$ cat src/rtl/gyro_integrator_if.sv
// rtl/gyro_integrator_if.sv - sample/recenter inputs and angle outputs of the gyro integrator
interface gyro_integrator_if;
    logic               sample_valid_in;
    logic signed [15:0] gx_in;
    logic signed [15:0] gy_in;
    logic signed [15:0] gz_in;
    logic               recenter_in;
    logic [8:0]         pitch_out;
    logic [8:0]         roll_out;
    logic [8:0]         yaw_out;
    logic               angles_valid_out;
    logic               busy_out;
    logic [7:0]         overrun_out;

    // Design side: consumes rates and recenter, produces angles and status.
    modport slave (
        input  sample_valid_in,
        input  gx_in,
        input  gy_in,
        input  gz_in,
        input  recenter_in,
        output pitch_out,
        output roll_out,
        output yaw_out,
        output angles_valid_out,
        output busy_out,
        output overrun_out
    );

    // Source side: supplies rates and recenter, observes angles and status.
    modport master (
        output sample_valid_in,
        output gx_in,
        output gy_in,
        output gz_in,
        output recenter_in,
        input  pitch_out,
        input  roll_out,
        input  yaw_out,
        input  angles_valid_out,
        input  busy_out,
        input  overrun_out
    );
endinterface

$ cat src/rtl/gyro_integrator.sv
// rtl/gyro_integrator.sv - three-axis gyro rate integrator with wrapped degree outputs (option: GYRO_DEADBAND_EN)
module gyro_integrator #(
    parameter int SHIFT    = 0,
    parameter int DEADBAND = 16
) (
    input  logic              clk_in,
    input  logic              rst_in,
    gyro_integrator_if.slave  bus
);

    typedef enum logic [2:0] {
        IDLE  = 3'd0,
        ACC_X = 3'd1,
        ACC_Y = 3'd2,
        ACC_Z = 3'd3,
        DONE  = 3'd4
    } state_t;

    // One full turn in 1/256 degree units.
    localparam logic signed [18:0] TURN = 19'sd92160;

    state_t      state;
    logic [15:0] rate_x;
    logic [15:0] rate_y;
    logic [15:0] rate_z;
    logic [16:0] acc_x;
    logic [16:0] acc_y;
    logic [16:0] acc_z;
    logic [8:0]  pitch_q;
    logic [8:0]  roll_q;
    logic [8:0]  yaw_q;
    logic        valid_q;
    logic        busy_q;
    logic [7:0]  overrun_q;

    logic [15:0]        sel_rate;
    logic [16:0]        sel_acc;
    logic signed [15:0] rate_shift;
    logic signed [17:0] delta;
    logic signed [18:0] sum;
    logic signed [18:0] wrapped;
    logic [16:0]        acc_next;

`ifdef GYRO_DEADBAND_EN
    localparam logic [17:0] DB_LIMIT = 18'(DEADBAND);
    logic [17:0] delta_mag;
`endif

    // Shared adder: pick the axis for the current state, scale, optionally deadband, add and wrap once.
    always_comb begin
        sel_rate   = rate_x;
        sel_acc    = acc_x;
        case (state)
            ACC_Y:   begin sel_rate = rate_y; sel_acc = acc_y; end
            ACC_Z:   begin sel_rate = rate_z; sel_acc = acc_z; end
            default: begin sel_rate = rate_x; sel_acc = acc_x; end
        endcase
        rate_shift = $signed(sel_rate) >>> SHIFT;
        delta      = {{2{rate_shift[15]}}, rate_shift};
`ifdef GYRO_DEADBAND_EN
        delta_mag  = delta[17] ? 18'(-delta) : 18'(delta);
        if (delta_mag < DB_LIMIT) begin
            delta = 18'sd0;
        end
`endif
        sum = $signed({2'b00, sel_acc}) + $signed({delta[17], delta});
        // |delta| never exceeds half a turn, so one correction lands back in range.
        if (sum >= TURN) begin
            wrapped = sum - TURN;
        end else if (sum < 19'sd0) begin
            wrapped = sum + TURN;
        end else begin
            wrapped = sum;
        end
        acc_next = wrapped[16:0];
    end

    // Sequencer: accept in IDLE, one axis per cycle, publish angles on entry to DONE; recenter overrides everything.
    always_ff @(posedge clk_in or negedge rst_in) begin
        if (!rst_in) begin
            state   <= IDLE;
            rate_x  <= '0;
            rate_y  <= '0;
            rate_z  <= '0;
            acc_x   <= '0;
            acc_y   <= '0;
            acc_z   <= '0;
            pitch_q <= '0;
            roll_q  <= '0;
            yaw_q   <= '0;
            valid_q <= 1'b0;
            busy_q  <= 1'b0;
        end else begin
            valid_q <= 1'b0;
            if (bus.recenter_in) begin
                state   <= IDLE;
                busy_q  <= 1'b0;
                acc_x   <= '0;
                acc_y   <= '0;
                acc_z   <= '0;
                pitch_q <= '0;
                roll_q  <= '0;
                yaw_q   <= '0;
                valid_q <= 1'b1;
            end else begin
                case (state)
                    IDLE: begin
                        if (bus.sample_valid_in) begin
                            rate_x <= bus.gx_in;
                            rate_y <= bus.gy_in;
                            rate_z <= bus.gz_in;
                            state  <= ACC_X;
                            busy_q <= 1'b1;
                        end
                    end
                    ACC_X: begin
                        acc_x <= acc_next;
                        state <= ACC_Y;
                    end
                    ACC_Y: begin
                        acc_y <= acc_next;
                        state <= ACC_Z;
                    end
                    ACC_Z: begin
                        // Angles are registered here so they and the valid pulse are visible during DONE.
                        acc_z   <= acc_next;
                        pitch_q <= acc_x[16:8];
                        roll_q  <= acc_y[16:8];
                        yaw_q   <= acc_next[16:8];
                        valid_q <= 1'b1;
                        state   <= DONE;
                    end
                    DONE: begin
                        state  <= IDLE;
                        busy_q <= 1'b0;
                    end
                    default: begin
                        state  <= IDLE;
                        busy_q <= 1'b0;
                    end
                endcase
            end
        end
    end

    // Count strobes that arrive while a sequence is running; a recenter swallows the strobe uncounted.
    always_ff @(posedge clk_in or negedge rst_in) begin
        if (!rst_in) begin
            overrun_q <= '0;
        end else if (bus.sample_valid_in && !bus.recenter_in && (state != IDLE) && (overrun_q != 8'hFF)) begin
            overrun_q <= overrun_q + 8'd1;
        end
    end

    assign bus.pitch_out        = pitch_q;
    assign bus.roll_out         = roll_q;
    assign bus.yaw_out          = yaw_q;
    assign bus.angles_valid_out = valid_q;
    assign bus.busy_out         = busy_q;
    assign bus.overrun_out      = overrun_q;

endmodule
$ cat src/flat_wrapper.sv
// flat-port wrapper written by rule: the top's interface ports become plain ports
module gyro_integrator_flat 
#(
    parameter int SHIFT    = 0,
    parameter int DEADBAND = 16
)
  (clk_in, rst_in, bus_sample_valid_in, bus_gx_in, bus_gy_in, bus_gz_in, bus_recenter_in, bus_pitch_out, bus_roll_out, bus_yaw_out, bus_angles_valid_out, bus_busy_out, bus_overrun_out);
  gyro_integrator_if bus_i ();
  input  logic clk_in;
  input  logic rst_in;
  input wire logic [$bits(bus_i.sample_valid_in)-1:0] bus_sample_valid_in;
  input wire logic [$bits(bus_i.gx_in)-1:0] bus_gx_in;
  input wire logic [$bits(bus_i.gy_in)-1:0] bus_gy_in;
  input wire logic [$bits(bus_i.gz_in)-1:0] bus_gz_in;
  input wire logic [$bits(bus_i.recenter_in)-1:0] bus_recenter_in;
  output wire logic [$bits(bus_i.pitch_out)-1:0] bus_pitch_out;
  output wire logic [$bits(bus_i.roll_out)-1:0] bus_roll_out;
  output wire logic [$bits(bus_i.yaw_out)-1:0] bus_yaw_out;
  output wire logic [$bits(bus_i.angles_valid_out)-1:0] bus_angles_valid_out;
  output wire logic [$bits(bus_i.busy_out)-1:0] bus_busy_out;
  output wire logic [$bits(bus_i.overrun_out)-1:0] bus_overrun_out;
  assign bus_i.sample_valid_in = bus_sample_valid_in;
  assign bus_i.gx_in = bus_gx_in;
  assign bus_i.gy_in = bus_gy_in;
  assign bus_i.gz_in = bus_gz_in;
  assign bus_i.recenter_in = bus_recenter_in;
  assign bus_pitch_out = bus_i.pitch_out;
  assign bus_roll_out = bus_i.roll_out;
  assign bus_yaw_out = bus_i.yaw_out;
  assign bus_angles_valid_out = bus_i.angles_valid_out;
  assign bus_busy_out = bus_i.busy_out;
  assign bus_overrun_out = bus_i.overrun_out;
  gyro_integrator #(.SHIFT(SHIFT), .DEADBAND(DEADBAND)) u_core (.clk_in(clk_in), .rst_in(rst_in), .bus(bus_i));
endmodule
$ cat config.mk
export PLATFORM = sky130hd
export DESIGN_NAME = gyro_integrator_flat
export DESIGN_NICKNAME = d
export VERILOG_FILES = /design/src/rtl/gyro_integrator_if.sv /design/src/rtl/gyro_integrator.sv /design/src/flat_wrapper.sv
export SDC_FILE = /design/constraint.sdc
export NUM_CORES = 1
export LEC_CHECK = 0
export BUFFER_PORTS_ARGS = -buffer_cell sky130_fd_sc_hd__buf_2
export CAP_MARGIN = 15
export CORE_ASPECT_RATIO = 0.6
export CORE_UTILIZATION = 55
export CTS_BUF_LIST = sky130_fd_sc_hd__clkbuf_8
export CTS_CLUSTER_DIAMETER = 50
export DETAILED_ROUTE_END_ITERATION = 10
export GPL_TIMING_DRIVEN = 0
export PLACE_DENSITY = 0.76
export SETUP_SLACK_MARGIN = 0.1
export SYNTH_ARGS = -nofsm -noshare
export SYNTH_HDL_FRONTEND = slang
export SYNTH_SLANG_ARGS = --single-unit
$ cat constraint.sdc
create_clock -name clk_in -period 12.6 [get_ports clk_in]
set_clock_uncertainty 0.05 [all_clocks]
set_input_delay 1.26 -clock clk_in [delete_from_list [all_inputs] [get_ports clk_in]]
set_output_delay 1.26 -clock clk_in [all_outputs]
set_load 0.005 [all_outputs]
==> impl_results.md, run 1 <==
- Result of the run: finished clean
- Largest net degree at the start of global routing: 68
- DR vias: 6178
- Worst Setup Slack, final: 6.37 ns
- Number of resized instances in the post-cts repair step: 0
- Cell Area, Synth: ~0.0072 mm²
- Final period demand of the worst path: roughly 6.2 ns
- Synthesis-to-finish area growth: 14.8%
- Number of clock sinks: 130
- I/O pin count: 89
- Clk Tree Root Cell: clkbuf_8
- Count of filler cells inserted in the layout: 1030
- Clock-pin slew on the worst setup and hold paths: 0.08 ns
- Per-cell routed wire length: 19.4 µm
- Total setup violations reported at the end of the flow: 0
- R2R Setup Slk: 6.37 ns
- DR pass1 iterations: 5
- Largest area contributor in the synthesized netlist: dfrtp_1
- Fraction of the yosys area taken by sequential cells: 0.453
- IO Port Bufs: 87
- Number of enable-type register cells in the synthesized netlist: 0
- Net count after synthesis: 824
- Count of endpoints failing hold in the final timing report: 0
- Global-route wire length before repair: 31900 µm
- Finished layout cell area: 0.00826 mm²
- 1st-iter DRT viols: 521
- Crit path max fanout: 10
- Setup TNS Final: 0 ns
- Number of remaining DRC errors: 0
- Post-Syn Instances: 750
- Predominant post-synthesis flop cell: dfrtp_1
- Cell with the largest stage delay on the worst path: buf_1
- CTS tree: built
- Setup crit start kind: register
- Largest cells by area after synthesis: dfrtp_1 45%, mux2_2 7.7%, nand2_1 7.5%
- Critical path buffer and inverter count: 2
- Die span in x: 150 µm
- Util after Layout: 0.665
- Tot GR Track Use: 0.312
- Congestion Overflow GR: 0
- Type of destination of the critical path: register
- Critical path's most frequent cell: buf_1
- Post-Place Cells: 1003
- Max Clk Rate: ~160 MHz
- Die height: 90.6 µm
- List of most frequent post-synthesis cells: 143 x nand2_1, 130 x dfrtp_1, 61 x a21oi_1
- Startpoint of the most critical hold path: u_core.bus.busy_out
- Maximum capacitance violations: 0
- Actual transition at the worst max-transition pin: 1.03 ns
- Post-CTS Setup Repair Bufs: 0
- Number of buffers between clock root and the deepest sink: 2
- Number of nets with antenna violations after detailed routing: 0
- Cell leakage power: 3.81 nW
- RSZ-0062 raised after global routing: false
- Maximum vdd ir drop: 0.0974 mV
- Number of antenna violations at the first check in global routing: 0
- Core ar.: between 0.01 and 0.015 mm²
- PwrDens: 187 mW/mm²
- Layout cells sized above 1: 0.232
- Path type of the worst min-delay path: reg -> reg
- Post-CTS Hold Buffers: 0
- Cell row count: 31
- Data arrival at the endpoint of the critical path: 6.49 ns
- Number of global-route vias before repair: 5991
- Synth warn: 0
- Final cell count without fillers: a little over 1k
- Worst slew margin: 0.309
- Yosys top cell area share: 0.453
- Area of all sequential standard cells: 0.00325 mm²
- Synthesis-stage register bit count: 130
- Endpoint of the lowest-slack register-to-register path: u_core.acc_x[12]
- FFs w/ async S/R, synth: 1.00
- Hold path endpoint: u_core.bus.busy_out
- Pre-CTS setup slack: 6.50 ns
- Clock H-tree levels: 4
- Cell breakdown of the critical path: buf_1 -> buf_1 -> mux2i_1 -> o21ai_0 -> ha_1 -> fa_1 -> a21o_1 -> and4_1 -> o2111ai_1 -> a31o_2 -> xor2_1 -> nor3_1 -> o31ai_4 -> nand2_1 -> a2111oi_2 -> or3_1 -> a21oi_2
- Distinct cell type count of the synthesized netlist: 70
- Worst hold stages: 2
- Reg-to-reg startpoint: u_core.state[0]
- Clock buffers created by TritonCTS: 17
- Syn_area_per_cell: ~9.6 µm²
- Initial cell density of the core: 0.579
- Number of pins with negative max-slew slack in the final report: 0
- CP delay by family, top: compound AO/OA/AOI/OAI gates
- Total number of nets in the final design: between 900 and 1k
- DP Wirelength: 15400 µm
- Area post-placement: 0.00786 mm²
- Worst R2R Path Depth: 17
- Skew-Pair Late Insertion Delay: 0.45 ns
- Final WL: 20100 µm
- Die area: 0.0135 mm²
- Start-to-end type of the worst setup path: reg -> reg
- Multi-input gate area in the final layout: 0.00363 mm²
- Via density: 5.97
- Tcrit/Tclk final: 0.494
- Final weighted congestion in routability-driven placement: 0.903
- # diodes: 0
- Endpoint required time on the critical path: 12.86 ns
- CP max stage delay: 0.83 ns
- Dominant cell by count in the synthesized netlist: nand2_1
per-stage QoR:
stage                     total power, mW  hold WS, ns
final                                1.55        0.432
after global routing                 1.63        0.451
after CTS                            1.53        0.432
after detailed placement             1.18        0.412
after global placement               1.16        0.408
after floorplan                     0.991        0.416
cells by family (layout without fill, tap and decap cells):
group                    after synthesis  after routing  share of synthesized area
adder cells (fa/ha/maj)               22             22                     0.0393
AO/OA/AOI/OAI                        173            173                      0.158
XOR/XNOR                              26             26                     0.0317
multiplexers                          86             86                      0.128
AND/OR/NAND/NOR                      247            247                      0.149
flip-flops                           130            130                      0.453
buffers and inverters                 66            186                     0.0418
per-layer routing:
| metal | up-vias | part of all wire | GRT usage |
|---|---|---|---|
| met2 | 237 | 0.42 | 0.454 |
| met3 | 31 | 0.071 | 0.0697 |
| li1 | 2857 | - | - |
| met1 | 3053 | 0.49 | 0.469 |
| met5 | - | 0 | 0 |
| met4 | 0 | 0.016 | 0.0782 |
flip-flops by register name (all words and copies together), names as in the netlist, 9 cells and up:
register / cells
u_core.bus.roll_out: 9
u_core.bus.yaw_out: 9
u_core.acc_y: 17
u_core.bus.pitch_out: 9
u_core.rate_z: 16
u_core.rate_x: 16
u_core.acc_x: 17
u_core.rate_y: 16
area by class of cell:
| type | instances | share of cell area |
|---|---|---|
| repair buffers | 88 | 0.0568 |
| clock buffers | 17 | 0.0283 |
| flip-flops and latches | 130 | 0.394 |
| clock inverters | 15 | 0.0191 |
| multi-input cells | 554 | 0.440 |
| plain buffers | 53 | 0.0303 |
| well taps | 165 | 0.0250 |
| inverters | 13 | 0.00606 |
worst max-delay path by stage:
stage                             to            start  slack [ns]  cells past startpoint
floorplan           u_core.acc_x[12]  u_core.state[0]        8.03                     17
global placement    u_core.acc_x[12]  u_core.state[0]        6.32                     17
detailed placement  u_core.acc_x[12]  u_core.state[0]        6.50                     17
CTS                 u_core.acc_x[12]  u_core.state[0]        6.45                     17
global route        u_core.acc_x[12]  u_core.state[0]        6.07                     17
finish              u_core.acc_x[12]  u_core.state[0]        6.37                     17
where the power goes:
part	internal, mW	leakage [nW]	switching (mW)
Combinational	0.247	1.93	0.400
Clock	0.177	0.195	0.184
Sequential	0.488	1.69	0.0490
Total	0.913	3.81	0.633
worst min-delay path: stages, from the launching register on:
cell     delay, ns
dfrtp_1       0.35
nand2_1       0.05
nand2_1       0.05
layout by cell type, fill, tap and decap left out, types with 9 or more instances in the layout:
master,Yosys,layout
o21ai_0,44,44
mux2_2,49,49
nor2_1,45,45
ha_1,21,21
nor3_1,9,9
nand2_1,143,143
nand3_1,11,11
dfrtp_1,130,130
clkbuf_8,0,17
buf_4,9,9
mux2i_1,37,37
a21oi_1,61,61
buf_2,2,88
xnor2_1,15,15
inv_1,12,13
clkbuf_1,30,30
a211oi_1,10,10
xor2_1,11,11
buf_1,10,10
(Power assumes the default switching activity.)
==> run 2: changes to the inputs <==
==> constraint.sdc (replaced) <==
create_clock -name clk_in -period 5.95 [get_ports clk_in]
set_clock_uncertainty 0.05 [all_clocks]
set_input_delay 0.595 -clock clk_in [delete_from_list [all_inputs] [get_ports clk_in]]
set_output_delay 0.595 -clock clk_in [all_outputs]
set_load 0.005 [all_outputs]
==> run 2 against run 1 <==
Global-route usage about the same. Non-clock buffer count stayed put. Cell count unchanged. Clock power rose by 110%. Critical endpoint unchanged. Largest cell class unchanged.
==> impl_results.md, run 2 (synthesis gave the netlist of run 1 again) <==
- Number of pins with negative max-slew slack in the final report: 0 (unchanged)
- Clk Tree Root Cell: clkbuf_8 (unchanged)
- Clock buffers created by TritonCTS: 17 (unchanged)
- Number of clock sinks: 130 (unchanged)
- DR pass1 iterations: 5 (unchanged)
- Path type of the worst min-delay path: in -> async (was reg -> reg)
- Number of global-route vias before repair: 5986 (was 5991)
- Largest net degree at the start of global routing: 68 (unchanged)
- Util after Layout: 0.667 (was 0.665)
- Die span in x: 150 µm (unchanged)
- IO Port Bufs: 87 (unchanged)
- Registers with the most flip-flops: u_core.acc_x (17), u_core.acc_y (17) (unchanged)
- Tcrit/Tclk final: 0.945 (was 0.494)
- Skew-Pair Late Insertion Delay: 0.45 ns (about the same)
- 1st-iter DRT viols: 501 (was 521)
- Layout cells sized above 1: 0.239 (was 0.232)
- # diodes: 0 (unchanged)
- Via density: 5.97 (about the same)
- Commonest cells after routing, fill and taps aside: 143 x nand2_1, 130 x dfrtp_1, 89 x buf_2, 61 x a21oi_1, 49 x mux2_2 (was 143 x nand2_1, 130 x dfrtp_1, 88 x buf_2, 61 x a21oi_1, 49 x mux2_2)
- Total number of nets in the final design: 931 (unchanged)
- RSZ-0062 raised after global routing: false (unchanged)
- Final WL: 20200 µm (was 20100 µm)
- PwrDens: 398 mW/mm² (was 187 mW/mm²)
- Clock-pin slew on the worst setup and hold paths: 0.09 ns (was 0.08 ns)
- Post-Place Cells: 1003 (unchanged)
- CP max stage delay: 0.50 ns (was 0.83 ns)
- Pre-CTS setup slack: -0.146 ns (was 6.50 ns)
- Type of destination of the critical path: register (unchanged)
- Final period demand of the worst path: 5.62 ns (was 6.23 ns)
- Die area: 0.0135 mm² (unchanged)
- Maximum capacitance violations: 0 (unchanged)
- Maximum vdd ir drop: 0.210 mV (was 0.0974 mV)
- Reg-to-reg startpoint: u_core.state[1] (was u_core.state[0])
- DR vias: 6184 (was 6178)
- Final cell count without fillers: 1035 (unchanged)
- Number of nets with antenna violations after detailed routing: 0 (unchanged)
- Actual transition at the worst max-transition pin: 1.07 ns (was 1.03 ns)
- Worst slew margin: 0.283 (was 0.309)
- Final weighted congestion in routability-driven placement: 0.903 (unchanged)
- Max Clk Rate: 178 MHz (was 161 MHz)
- Most common library cell in the layout ignoring fill and taps: nand2_1 (unchanged)
- Post-CTS Setup Repair Bufs: 0 (unchanged)
- Core ar.: 0.0124 mm² (unchanged)
- Synthesis-to-finish area growth: 15.2% (was 14.8%)
- Cell row count: 31 (unchanged)
- DP Wirelength: 15400 µm (unchanged)
- Number of antenna violations at the first check in global routing: 0 (unchanged)
- Data arrival at the endpoint of the critical path: 5.88 ns (was 6.49 ns)
- Cell with the largest stage delay on the worst path: a2111oi_4 (was buf_1)
- Start-to-end type of the worst setup path: reg -> reg (unchanged)
- Global-route wire length before repair: 31900 µm (about the same)
- Per-cell routed wire length: 19.5 µm (was 19.4 µm)
- Setup crit start kind: register (unchanged)
- Overall Power: 3.30 mW (was 1.55 mW)
- Number of buffers between clock root and the deepest sink: 2 (unchanged)
- Post-CTS Hold Buffers: 0 (unchanged)
- Initial cell density of the core: 0.579 (unchanged)
- Cell leakage power: 3.83 nW (was 3.81 nW)
- Die height: 90.6 µm (unchanged)
- CTS tree: built (unchanged)
- Crit path max fanout: 10 (unchanged)
- Critical Path Source: u_core.state[1] (was u_core.state[0])
- Clock H-tree levels: 4 (unchanged)
- Total setup violations reported at the end of the flow: 0 (unchanged)
- Number of remaining DRC errors: 0 (unchanged)
- Result of the run: finished clean (unchanged)
- Cell breakdown of the critical path: clkbuf_1 -> nand2b_1 -> clkbuf_1 -> clkbuf_2 -> nand2_1 -> o21ai_0 -> ha_1 -> fa_1 -> a21o_1 -> and4_1 -> o2111ai_1 -> a31o_2 -> xor2_1 -> nor3_1 -> o31ai_4 -> nand2_1 -> a2111oi_4 -> or3_1 -> a21oi_2 (was buf_1 -> buf_1 -> mux2i_1 -> o21ai_0 -> ha_1 -> fa_1 -> a21o_1 -> and4_1 -> o2111ai_1 -> a31o_2 -> xor2_1 -> nor3_1 -> o31ai_4 -> nand2_1 -> a2111oi_2 -> or3_1 -> a21oi_2)
- Worst R2R Path Depth: 19 (was 17)
- Endpoint required time on the critical path: 6.21 ns (was 12.86 ns)
- Count of endpoints failing hold in the final timing report: 0 (unchanged)
- Congestion Overflow GR: 0 (unchanged)
- I/O pin count: 89 (unchanged)
- Tot GR Track Use: 0.312 (about the same)
- Worst Setup Slack, final: 0.329 ns (was 6.37 ns)
-- run 2: cell types whose count changed in the layout (fill, tap and decap cells not counted), sizes merged --
cell	previous run	this run
buf	111	109
clkbuf	47	48
clkdlybuf4s15	0	1
-- run 2: per-layer routing --
layer / track usage / up-vias / wire length, µm
li1: - / 2853 / -
met1: 0.469 / 3052 / 9710
met2: 0.456 / 250 / 8630
met3: 0.0692 / 29 / 1570
met4: 0.0731 / 0 / 298
met5: 0 / - / 0
-- run 2: worst paths after layout --
path,endpoint,slack [ns]
hold / removal,u_core.bus.overrun_out[2],0.06
setup reg to reg,u_core.acc_x[12],0.33
hold reg to reg,u_core.bus.busy_out,0.43
max in group asynchronous,u_core.acc_y[1],5.04
min in group clk_in,u_core.rate_y[3],0.32
setup / recovery,u_core.acc_x[12],0.33
-- run 2: critical path, delay by kind of cell, from the launching register on --
kind                     cells  cell delay, ns
AO/OA/AOI/OAI                7            1.93
XOR/XNOR                     1            0.36
adder cells (fa/ha/maj)      2            0.68
buffers and inverters        3            0.97
flip-flops                   1            0.33
AND/OR/NAND/NOR              6            1.17
-- run 2: final cells by class --
cell class,instances,area (µm²)
Fill cell,1026,4130
Multi-Input combinational cell,554,3650
Sequential cell,130,3250
Timing Repair Buffer,88,469
Buffer,53,264
Clock buffer,17,234
Tap cell,165,206
Clock inverter,15,158
Inverter,13,50.0
-- run 2: repair_timing --
action                                  in CTS  in global routing
hold endpoints to repair                     0                  0
gates resized for setup                      3                  9
endpoints found under the setup margin      13                 15
-- run 2: where the power goes --
group          internal [mW]  switching (mW)  leakage (nW)  total [mW]
clock                  0.376           0.394         0.195       0.769
combinational          0.534           0.854          1.95        1.39
sequential              1.03           0.104          1.69        1.14
total                   1.94            1.35          3.83        3.30
-- run 2: through the flow --
stage / hold WS (ns) / area (µm²) / TNS, ns
6_report: 0.0581 / 8280 / 0
5_1_grt: 0.115 / 8280 / 0
4_1_cts: 0.104 / 8260 / 0
3_5_place_dp: 0.412 / 7860 / -0.302
3_3_place_gp: 0.408 / 7830 / -1.07
2_1_floorplan: 0.249 / 7190 / 0
==> run 3: changes to the inputs <==
--- a/config.mk
+++ b/config.mk
@@ -13,7 +13,7 @@
 export CTS_CLUSTER_DIAMETER = 50
 export DETAILED_ROUTE_END_ITERATION = 10
 export GPL_TIMING_DRIVEN = 0
-export PLACE_DENSITY = 0.76
+export PLACE_DENSITY = 0.79
 export SETUP_SLACK_MARGIN = 0.1
 export SYNTH_ARGS = -nofsm -noshare
 export SYNTH_HDL_FRONTEND = slang
==> constraint.sdc (replaced) <==
create_clock -name clk_in -period 4.55 [get_ports clk_in]
set_clock_uncertainty 0.05 [all_clocks]
set_input_delay 0.455 -clock clk_in [delete_from_list [all_inputs] [get_ports clk_in]]
set_output_delay 0.455 -clock clk_in [all_outputs]
set_load 0.005 [all_outputs]
==> run 3 against run 2 <==
Flip-flop and latch count did not move. Critical endpoint is now u_core.acc_y[13]. Via count up 4.0%. Hold slack gained 0.12 ns. Sequential share of layout area down 3.1 points. Combinational power grew 65%. Power grew 47%. Cell count up 3.4%. Utilization rose by 5.8 points. Largest power group unchanged.
==> impl_results.md, run 3 (synthesis gave the netlist of run 1 again) <==
- Result of the run: finished clean (unchanged)
- IO Port Bufs: 87 (unchanged)
- Data arrival at the endpoint of the critical path: 4.66 ns (was 5.88 ns)
- Cell breakdown of the critical path: buf_12 -> buf_12 -> mux2i_2 -> o21ai_2 -> ha_2 -> fa_2 -> a21o_1 -> and4_4 -> o2111ai_4 -> nand3_1 -> o21a_1 -> xor2_2 -> o31ai_4 -> buf_6 -> buf_4 -> a2111o_1 -> o21ai_2 -> nor2_2 -> o31ai_1 (was clkbuf_1 -> nand2b_1 -> clkbuf_1 -> clkbuf_2 -> nand2_1 -> o21ai_0 -> ha_1 -> fa_1 -> a21o_1 -> and4_1 -> o2111ai_1 -> a31o_2 -> xor2_1 -> nor3_1 -> o31ai_4 -> nand2_1 -> a2111oi_4 -> or3_1 -> a21oi_2)
- Die area: 0.0135 mm² (unchanged)
- I/O pin count: 89 (unchanged)
- DR vias: 6432 (was 6184)
- Path type of the worst min-delay path: in -> reg (was in -> async)
- Cell with the largest stage delay on the worst path: dfrtp_2 (was a2111oi_4)
- Final period demand of the worst path: 4.35 ns (was 5.62 ns)
- Total number of nets in the final design: 967 (was 931)
- Multi-input gate area in the final layout: 0.00395 mm² (was 0.00365 mm²)
- Congestion Overflow GR: 0 (unchanged)
- Cell row count: 31 (unchanged)
- Global-route wire length before repair: 33500 µm (was 31900 µm)
- Worst slew margin: 0.309 (was 0.283)
- Layout cells sized above 1: 0.325 (was 0.239)
- Crit path max fanout: 8 (was 10)
- Final cell count without fillers: 1070 (was 1035)
- # diodes: 0 (unchanged)
- Type of destination of the critical path: register (unchanged)
- Number of remaining DRC errors: 0 (unchanged)
- Registers with the most flip-flops: u_core.acc_x (17), u_core.acc_y (17) (unchanged)
- Die height: 90.6 µm (unchanged)
- Max Clk Rate: 230 MHz (was 178 MHz)
- Number of clock sinks: 130 (unchanged)
- Actual transition at the worst max-transition pin: 1.02 ns (was 1.07 ns)
- Number of pins with negative max-slew slack in the final report: 0 (unchanged)
- Count of endpoints failing hold in the final timing report: 0 (unchanged)
- Synthesis-to-finish area growth: 25.2% (was 15.2%)
- Final WL: 21400 µm (was 20200 µm)
- Tot GR Track Use: 0.327 (was 0.312)
- 1st-iter DRT viols: 640 (was 501)
- Number of global-route vias before repair: 6255 (was 5986)
- Clk Tree Root Cell: clkbuf_8 (unchanged)
- Via density: 6.01 (was 5.97)
- Area of all sequential standard cells: 0.00326 mm² (was 0.00325 mm²)
- Maximum vdd ir drop: 0.333 mV (was 0.210 mV)
- Maximum capacitance violations: 0 (unchanged)
- Total setup violations reported at the end of the flow: 0 (unchanged)
- DR pass1 iterations: 7 (was 5)
- Largest net degree at the start of global routing: 79 (was 68)
- Initial cell density of the core: 0.579 (unchanged)
- Tcrit/Tclk final: 0.957 (was 0.945)
- Area post-placement: 0.00787 mm² (was 0.00786 mm²)
- Clock-pin slew on the worst setup and hold paths: 0.08 ns (was 0.09 ns)
- Count of filler cells inserted in the layout: 948 (was 1026)
- PwrDens: 538 mW/mm² (was 398 mW/mm²)
- Final weighted congestion in routability-driven placement: 0.936 (was 0.903)
- Die span in x: 150 µm (unchanged)
- Clock buffers created by TritonCTS: 17 (unchanged)
- Commonest cells after routing, fill and taps aside: 142 x nand2_1, 128 x dfrtp_1, 87 x buf_2, 58 x a21oi_1, 49 x mux2_2 (was 143 x nand2_1, 130 x dfrtp_1, 89 x buf_2, 61 x a21oi_1, 49 x mux2_2)
- Core ar.: 0.0124 mm² (unchanged)
- Per-cell routed wire length: 20.0 µm (was 19.5 µm)
- Post-Place Cells: 1003 (unchanged)
- Endpoint required time on the critical path: 4.85 ns (was 6.21 ns)
- Setup crit start kind: register (unchanged)
- Number of nets with antenna violations after detailed routing: 0 (unchanged)
- CP max stage delay: 0.44 ns (was 0.50 ns)
- Start-to-end type of the worst setup path: reg -> reg (unchanged)
- R2R Setup Slk: 0.20 ns (was 0.33 ns)
- Number of buffers between clock root and the deepest sink: 2 (unchanged)
- DP Wirelength: 15200 µm (was 15400 µm)
- Cell leakage power: 4.11 nW (was 3.83 nW)
- CTS tree: built (unchanged)
- RSZ-0062 raised after global routing: false (unchanged)
- Clock H-tree levels: 4 (unchanged)
- Finished layout cell area: 0.00900 mm² (was 0.00828 mm²)
- Util after Layout: 0.725 (was 0.667)
- Number of antenna violations at the first check in global routing: 0 (unchanged)
- Most common library cell in the layout ignoring fill and taps: nand2_1 (unchanged)
- Skew-Pair Late Insertion Delay: 0.45 ns (about the same)
## run 3: cell type report
class                      count  share of cell area
buffer                        53              0.0425
sequential                   130               0.362
multi-input combinational    554               0.439
inverter                      13             0.00556
clock buffer                  18              0.0275
clock inverter                13              0.0178
tap                          165              0.0229
timing repair buffer         124              0.0828
## run 3: worst paths after layout
check | start | to | cells past startpoint
min reg2reg | u_core.bus.busy_out | u_core.bus.busy_out | 2
max | u_core.state[0] | u_core.acc_y[13] | 19
min | bus_gy_in[15] | u_core.rate_y[15] | 2
min in group asynchronous | rst_in | u_core.rate_z[14] | 2
max in group asynchronous | rst_in | u_core.state[2] | 3
max reg2reg | u_core.state[0] | u_core.acc_y[13] | 19
## run 3: stage by stage
step / power (mW) / setup WS (ns) / hold WS (ns) / setup TNS, ns
floorplan: 2.74 / 0.171 / 0.109 / 0
global placement: 3.19 / -1.20 / 0.409 / -19.71
detailed placement: 3.24 / -1.19 / 0.386 / -19.08
CTS: 4.60 / 0.103 / 0.172 / 0
global route: 5.09 / 0.0558 / 0.165 / 0
finish: 4.85 / 0.196 / 0.183 / 0
## run 3: routing by layer
| metal | wire (µm) | global-route usage |
|---|---|---|
| met5 | 0 | 0 |
| met4 | 350 | 0.0969 |
| met3 | 1860 | 0.0768 |
| met2 | 9500 | 0.487 |
| met1 | 9660 | 0.471 |
## run 3: critical path, delay by kind of cell, from the launching register on
| kind | cells | cell delay [ns] |
|---|---|---|
| fa+ha+maj | 2 | 0.61 |
| mux | 1 | 0.19 |
| simple gates | 3 | 0.51 |
| buf+inv | 4 | 0.58 |
| flops | 1 | 0.44 |
| compound gates | 8 | 1.61 |
| xor+xnor | 1 | 0.25 |
## run 3: power by group
| group | total (mW) | internal (mW) | switching (mW) |
|---|---|---|---|
| Combinational | 2.30 | 0.994 | 1.31 |
| Clock | 1.05 | 0.554 | 0.500 |
| Sequential | 1.49 | 1.35 | 0.139 |
| Total | 4.85 | 2.90 | 1.95 |
## run 3: timing repair
action | CTS | global route
hold endpoints to repair | 52 | 0
setup endpoints to repair | 18 | 18
pin swaps | 17 | 22
hold buffers | 1 | 0
gates resized for setup | 69 | 54
setup buffers | 14 | 21
